## src/rtl/ram_pkg.sv

```systemverilog
// Shared types and constants for the initialisable simple dual-port RAM.
package ram_pkg;

    // Fill sequencer states: FILL sweeps the array, READY serves user traffic.
    typedef enum logic {
        FILL  = 1'b0,
        READY = 1'b1
    } fill_state_t;

    // Read/write collision behaviour selectors for RD_MODE.
    localparam int READ_FIRST  = 0;
    localparam int WRITE_FIRST = 1;

endpackage

```

## src/rtl/ram_fill_seq.sv

```systemverilog
// Fill sequencer: walks every address once, writing the captured fill value.
// Reset leaves it in FILL at address 0 with value 0, so the array is zeroed
// by the first sweep after reset.
module ram_fill_seq
    import ram_pkg::*;
#(
    parameter int DATA_W = 32,
    parameter int ADDR_W = 4
) (
    input  logic              clk,
    input  logic              rst,
    input  logic              init_req,
    input  logic [DATA_W-1:0] init_val,
    output logic              busy,
    output logic              fill_we,
    output logic [ADDR_W-1:0] fill_addr,
    output logic [DATA_W-1:0] fill_val
);

    // DEPTH-1 is the all-ones address.
    localparam logic [ADDR_W-1:0] LAST_ADDR = '1;

    fill_state_t       state;
    fill_state_t       state_nxt;
    logic [ADDR_W-1:0] addr_q;
    logic [DATA_W-1:0] val_q;

    // State register.
    always_ff @(posedge clk or posedge rst) begin
        if (rst) begin
            state <= FILL;
        end else begin
            state <= state_nxt;
        end
    end

    // Next state: leave FILL after the last address, re-enter on init_req.
    always_comb begin
        state_nxt = state;
        case (state)
            FILL: begin
                if (addr_q == LAST_ADDR) begin
                    state_nxt = READY;
                end
            end
            READY: begin
                if (init_req) begin
                    state_nxt = FILL;
                end
            end
            default: state_nxt = FILL;
        endcase
    end

    // Sweep address and fill value; the address wraps back to 0 after the last word.
    always_ff @(posedge clk or posedge rst) begin
        if (rst) begin
            addr_q <= '0;
            val_q  <= '0;
        end else begin
            case (state)
                FILL: begin
                    addr_q <= addr_q + 1'b1;
                end
                READY: begin
                    if (init_req) begin
                        addr_q <= '0;
                        val_q  <= init_val;
                    end
                end
                default: begin
                    addr_q <= '0;
                end
            endcase
        end
    end

    assign busy      = (state == FILL);
    assign fill_we   = busy;
    assign fill_addr = addr_q;
    assign fill_val  = val_q;

endmodule

```

## src/rtl/sdp_ram_init.sv

```systemverilog
// Simple dual-port RAM with byte enables, selectable collision behaviour,
// optional output register and a hardware fill sweep (after reset or on request).
module sdp_ram_init
    import ram_pkg::*;
#(
    parameter int DATA_W  = 32,
    parameter int ADDR_W  = 4,
    parameter int BYTE_W  = 8,
    parameter int RD_MODE = 0,
    parameter int OUT_REG = 0
) (
    input  logic                     clk,
    input  logic                     rst,
    input  logic                     init_req,
    input  logic [DATA_W-1:0]        init_val,
    output logic                     busy,
    input  logic                     wr_en,
    input  logic [ADDR_W-1:0]        wr_addr,
    input  logic [DATA_W/BYTE_W-1:0] wr_be,
    input  logic [DATA_W-1:0]        wr_data,
    input  logic                     rd_en,
    input  logic [ADDR_W-1:0]        rd_addr,
    output logic [DATA_W-1:0]        rd_data,
    output logic                     rd_valid
);

    localparam int DEPTH = 2 ** ADDR_W;
    localparam int NBE   = DATA_W / BYTE_W;

    logic [DATA_W-1:0] mem [DEPTH];

    logic              fill_we;
    logic [ADDR_W-1:0] fill_addr;
    logic [DATA_W-1:0] fill_val;
    logic              wr_fire;
    logic              rd_fire;
    logic [DATA_W-1:0] wr_word_merged;
    logic [DATA_W-1:0] rd_word;
    logic              vld_p0;
    logic [DATA_W-1:0] data_p0;

    ram_fill_seq #(
        .DATA_W (DATA_W),
        .ADDR_W (ADDR_W)
    ) u_fill (
        .clk       (clk),
        .rst       (rst),
        .init_req  (init_req),
        .init_val  (init_val),
        .busy      (busy),
        .fill_we   (fill_we),
        .fill_addr (fill_addr),
        .fill_val  (fill_val)
    );

    // User traffic is accepted only in READY, and a same-cycle init_req wins.
    assign wr_fire = wr_en && !busy && !init_req;
    assign rd_fire = rd_en && !busy && !init_req;

    // Byte-merge the write data into the current contents of the target word.
    always_comb begin
        wr_word_merged = mem[wr_addr];
        for (int b = 0; b < NBE; b++) begin
            if (wr_be[b]) begin
                wr_word_merged[b*BYTE_W +: BYTE_W] = wr_data[b*BYTE_W +: BYTE_W];
            end
        end
    end

    // Read word selection, forwarding the merged write word on a write-first collision.
    always_comb begin
        rd_word = mem[rd_addr];
        if ((RD_MODE == WRITE_FIRST) && wr_fire && (rd_addr == wr_addr)) begin
            rd_word = wr_word_merged;
        end
    end

    // Array write port: the fill sweep owns the port while busy.
    always_ff @(posedge clk) begin
        if (fill_we) begin
            mem[fill_addr] <= fill_val;
        end else if (wr_fire) begin
            mem[wr_addr] <= wr_word_merged;
        end
    end

    // Stage p0: registered array read; data holds when no read is accepted.
    always_ff @(posedge clk or posedge rst) begin
        if (rst) begin
            vld_p0  <= 1'b0;
            data_p0 <= '0;
        end else begin
            vld_p0 <= rd_fire;
            if (rd_fire) begin
                data_p0 <= rd_word;
            end
        end
    end

    generate
        if (OUT_REG != 0) begin : g_out_reg
            logic              vld_p1;
            logic [DATA_W-1:0] data_p1;

            // Stage p1: optional output register, advancing only on a valid p0 word.
            always_ff @(posedge clk or posedge rst) begin
                if (rst) begin
                    vld_p1  <= 1'b0;
                    data_p1 <= '0;
                end else begin
                    vld_p1 <= vld_p0;
                    if (vld_p0) begin
                        data_p1 <= data_p0;
                    end
                end
            end

            assign rd_data  = data_p1;
            assign rd_valid = vld_p1;
        end else begin : g_no_out_reg
            assign rd_data  = data_p0;
            assign rd_valid = vld_p0;
        end
    endgenerate

endmodule

```

## config.mk

```make
export PLATFORM = sky130hd
export DESIGN_NAME = sdp_ram_init
export DESIGN_NICKNAME = d
export VERILOG_FILES = /design/src/rtl/ram_pkg.sv /design/src/rtl/ram_fill_seq.sv /design/src/rtl/sdp_ram_init.sv
export SDC_FILE = /design/constraint.sdc
export NUM_CORES = 1
export LEC_CHECK = 0
export BUFFER_PORTS_ARGS = -buffer_cell sky130_fd_sc_hd__clkbuf_2
export CAP_MARGIN = 5
export CORE_MARGIN = 4
export CORE_UTILIZATION = 45
export CTS_BUF_LIST = sky130_fd_sc_hd__clkbuf_2
export DETAILED_ROUTE_END_ITERATION = 6
export GPL_TIMING_DRIVEN = 0
export PLACE_DENSITY = 0.64
export SYNTH_ARGS = -nofsm -noshare
export SYNTH_HDL_FRONTEND = slang
export SYNTH_SLANG_ARGS = --single-unit
```

## constraint.sdc

```tcl
create_clock -name clk -period 2.9 [get_ports clk]
set_clock_uncertainty 0.15 [all_clocks]
set_input_delay 0.87 -clock clk [delete_from_list [all_inputs] [get_ports clk]]
set_output_delay 0.87 -clock clk [all_outputs]
set_load 0.005 [all_outputs]
```

==> results_dict.tcl <==
set metrics [dict create \
    final_cell_mix "edfxtp_1 (512), clkbuf_2 (355), mux2i_1 (132)" \
    instances_no_fill 2421 \
    first_iter_violations 1119 \
    multiInputGateArea_um2 6140 \
    ys_types 36 \
    core-area_um2 50400 \
    fill_cells 4060 \
    async_reset_ff_share_pct 12.0 \
    setup_tns_ns -0.652 \
    cts_buffers 145 \
    drt-pass1-iter-count 5 \
    die_area_um2 54800 \
    max_clock_freq_ghz 0.339 \
    nets 1711 \
    r2r_start "u_fill.state" \
    die_y_um 234 \
    post_synth_xor_area_fraction_pct 0.0762 \
    p_per_area_nw_per_um2 911 \
    clkSinkCount 582 \
    ff2ff_setup_slack_ns 0.09 \
    vias 13400 \
    clockBufferDepth 3 \
    num_io_pins 115 \
    stdcell_area_um2 27500 \
    cp_max_fo 10 \
    synth-adder-area-share_pct 0.0544 \
    antenna_left 0 \
    final.setup.worst_slack_ns -0.0521 \
    max_stage_delay_ns 0.62 \
    portBuffers 112 \
    antenna_found_initial 3 \
    syn_avg_cell_area_um2 18.1 \
    reg2reg_to "rd_data[29]" \
    crit_required_ns 3.58 \
    max_cap_viol_count 0 \
    min_period_ns 2.95 \
    drt_wl_total_um 61000 \
    crit_path_top_delay_cell "nor3_2" \
    hold_viol_final 0 \
    slew_viol_final 0 \
    drc 0 \
    cts_tree "yes" \
    ir_worst_vdd_mv 0.432 \
    place_area_um2 25100 \
    synth_edf_count 512 \
    p_leak_nw 9.85 \
    synth_compound_area_share_pct 3.66 \
    path_clk_slew_ns 0.11 \
    row_count 82 \
    die_w_um 234 \
    dp_worst_setup_slack_ns -0.987 \
    outcome "complete, but fails checks" \
    reg2reg_depth 8 \
    p_total_mw 25.0 \
    grt_overflow 0 \
    synthSimpleGateAreaFrac_pct 4.22 \
    muxShareOfSynthArea_pct 15.6 \
    areaGrowthSynthToFinish_pct 19.4 \
    critPathKind "in -> reg" \
    final_util_pct 54.5 \
    drive_above_1_share_pct 36.3 \
    grt_pass1_vias 13700 \
    synth_area_um2 23000 \
    final_common_cell "edfxtp_1" \
    initial_core_util_pct 45.7 \
    tightest_slew_ns 1.26 \
    cts_root_buffer "clkbuf_2" \
    grt_max_degree 37 \
    hold_ws_ns 0.224 \
    place_congestion 0.830 \
    start_kind "primary input" \
    finalSetupViolations 22 \
    path_cells "dlygate4sd3_1, clkbuf_2, nor2b_1, and3_1, buf_6, mux2_4, buf_12, nor3_2" \
    via_per_inst 5.54 \
    synth_top_family_by_area "multiplexers" \
    syn_inst 1270 \
    synth_ff_type "edfxtp_1" \
    insertion_delay_ns 1.24 \
    ys_warn_count 0 \
    synth-seq-area-share_pct 74.5 \
    routedWlPerCell_um 25.2 \
    grt_usage_pct 22.7 \
    crit_arrival_ns 3.63 \
    period_share_pct 102 \
    ff_latch_area_um2 17100 \
    ys_ff_latch 582 \
    hp-class "in -> reg" \
    place_inst 2056 \
    cp-end-kind "register" \
    rsz0062_at_grt "yes" \
    violations "setup timing" \
    startpoint "init_req" \
    htreeDepth 4 \
    grt_pass1_wl_um 87100 \
    relSlewSlack_pct 16.3 \
    dp_hpwl_um 38600 \
    synthesis.nets 1352 \
    crit_path_end "mem[15][5]" \
]
## kinds of logic after synthesis
logic type | Yosys count
adders and majority gates | 1
DFF | 582
buffers and inverters | 85
and+or+nand+nor | 208
muxes | 266
AOI/OAI and AO/OA | 126
xor gates and xnor gates | 2
## final cells by class
cell class / instances / share of cell area [%]
Timing Repair Buffer: 213 / 5.63
Sequential cell: 582 / 62.4
Clock buffer: 236 / 4.30
Inverter: 3 / 0.0592
Antenna cell: 7 / 0.0638
Buffer: 81 / 1.80
Tap cell: 672 / 3.06
Multi-Input combinational cell: 603 / 22.4
Clock inverter: 24 / 0.337
## synthesized netlist by cell type (10+ instances only)
cell type	n	share of area [%]
nand4_1	23	0.63
nor2_1	37	0.60
a31oi_1	31	0.84
a22oi_1	64	2.1
dfrtp_1	70	7.6
nand2_1	63	1.0
buf_6	12	0.59
mux2_2	64	3.1
buf_1	10	0.16
a21oi_1	25	0.54
nor3_1	64	1.4
mux2i_1	132	5.7
nor2b_1	14	0.38
clkbuf_1	39	0.64
buf_2	20	0.44
mux4_2	62	6.1
edfxtp_1	512	67
## sequential cells by signal, summed over array words and instances, names as in the netlist
name and count:
mem 512, rd_data 32, rd_valid 1, u_fill.fill_addr 4, u_fill.fill_val 32, u_fill.state 1
## how the worst min path moves through the flow
stage,end,slack [ns],cells past startpoint,from
after floorplan,rd_data[14],0.32,2,rd_data[14]
after global placement,u_fill.fill_val[28],0.33,1,u_fill.fill_val[28]
after detailed placement,u_fill.fill_val[29],0.34,1,u_fill.fill_val[29]
after CTS,mem[12][3],0.05,4,wr_addr[2]
after global routing,u_fill.fill_val[1],0.06,3,init_val[1]
final,u_fill.fill_val[1],0.22,3,init_val[1]
## critical path, delay by kind of cell
kind | cells | cell delay (ns)
multiplexers | 1 | 0.42
buffers and inverters | 4 | 1.06
AND/OR/NAND/NOR | 3 | 1.27
## repair_timing
action / CTS / global route
setup endpoints to repair: 369 / 101
hold endpoints to repair: 627 / 0
pin swaps: 0 / 0
buffers inserted: 21 / 6
gates resized for setup: 10 / 22
gates cloned: 0 / 0
hold buffers: 72 / 0
## layer usage
metal | vias to the layer above | track usage (%) | part of all wire [%] | wire (um)
li1 | 5933 | - | - | -
met1 | 6842 | 30.5 | 41 | 25100
met2 | 528 | 36.0 | 49 | 29700
met3 | 100 | 6.28 | 7.5 | 4550
met4 | 0 | 8.17 | 2.7 | 1620
met5 | - | 0 | 0 | 0
## power by group
group          internal [mW]  leakage [nW]  switching, mW  total (mW)
combinational           2.24          3.29           4.41        6.65
clock                   2.12          1.04           3.19        5.30
sequential              12.5          5.53          0.600        13.1
Note: power is estimated with default switching activity, not from simulation.
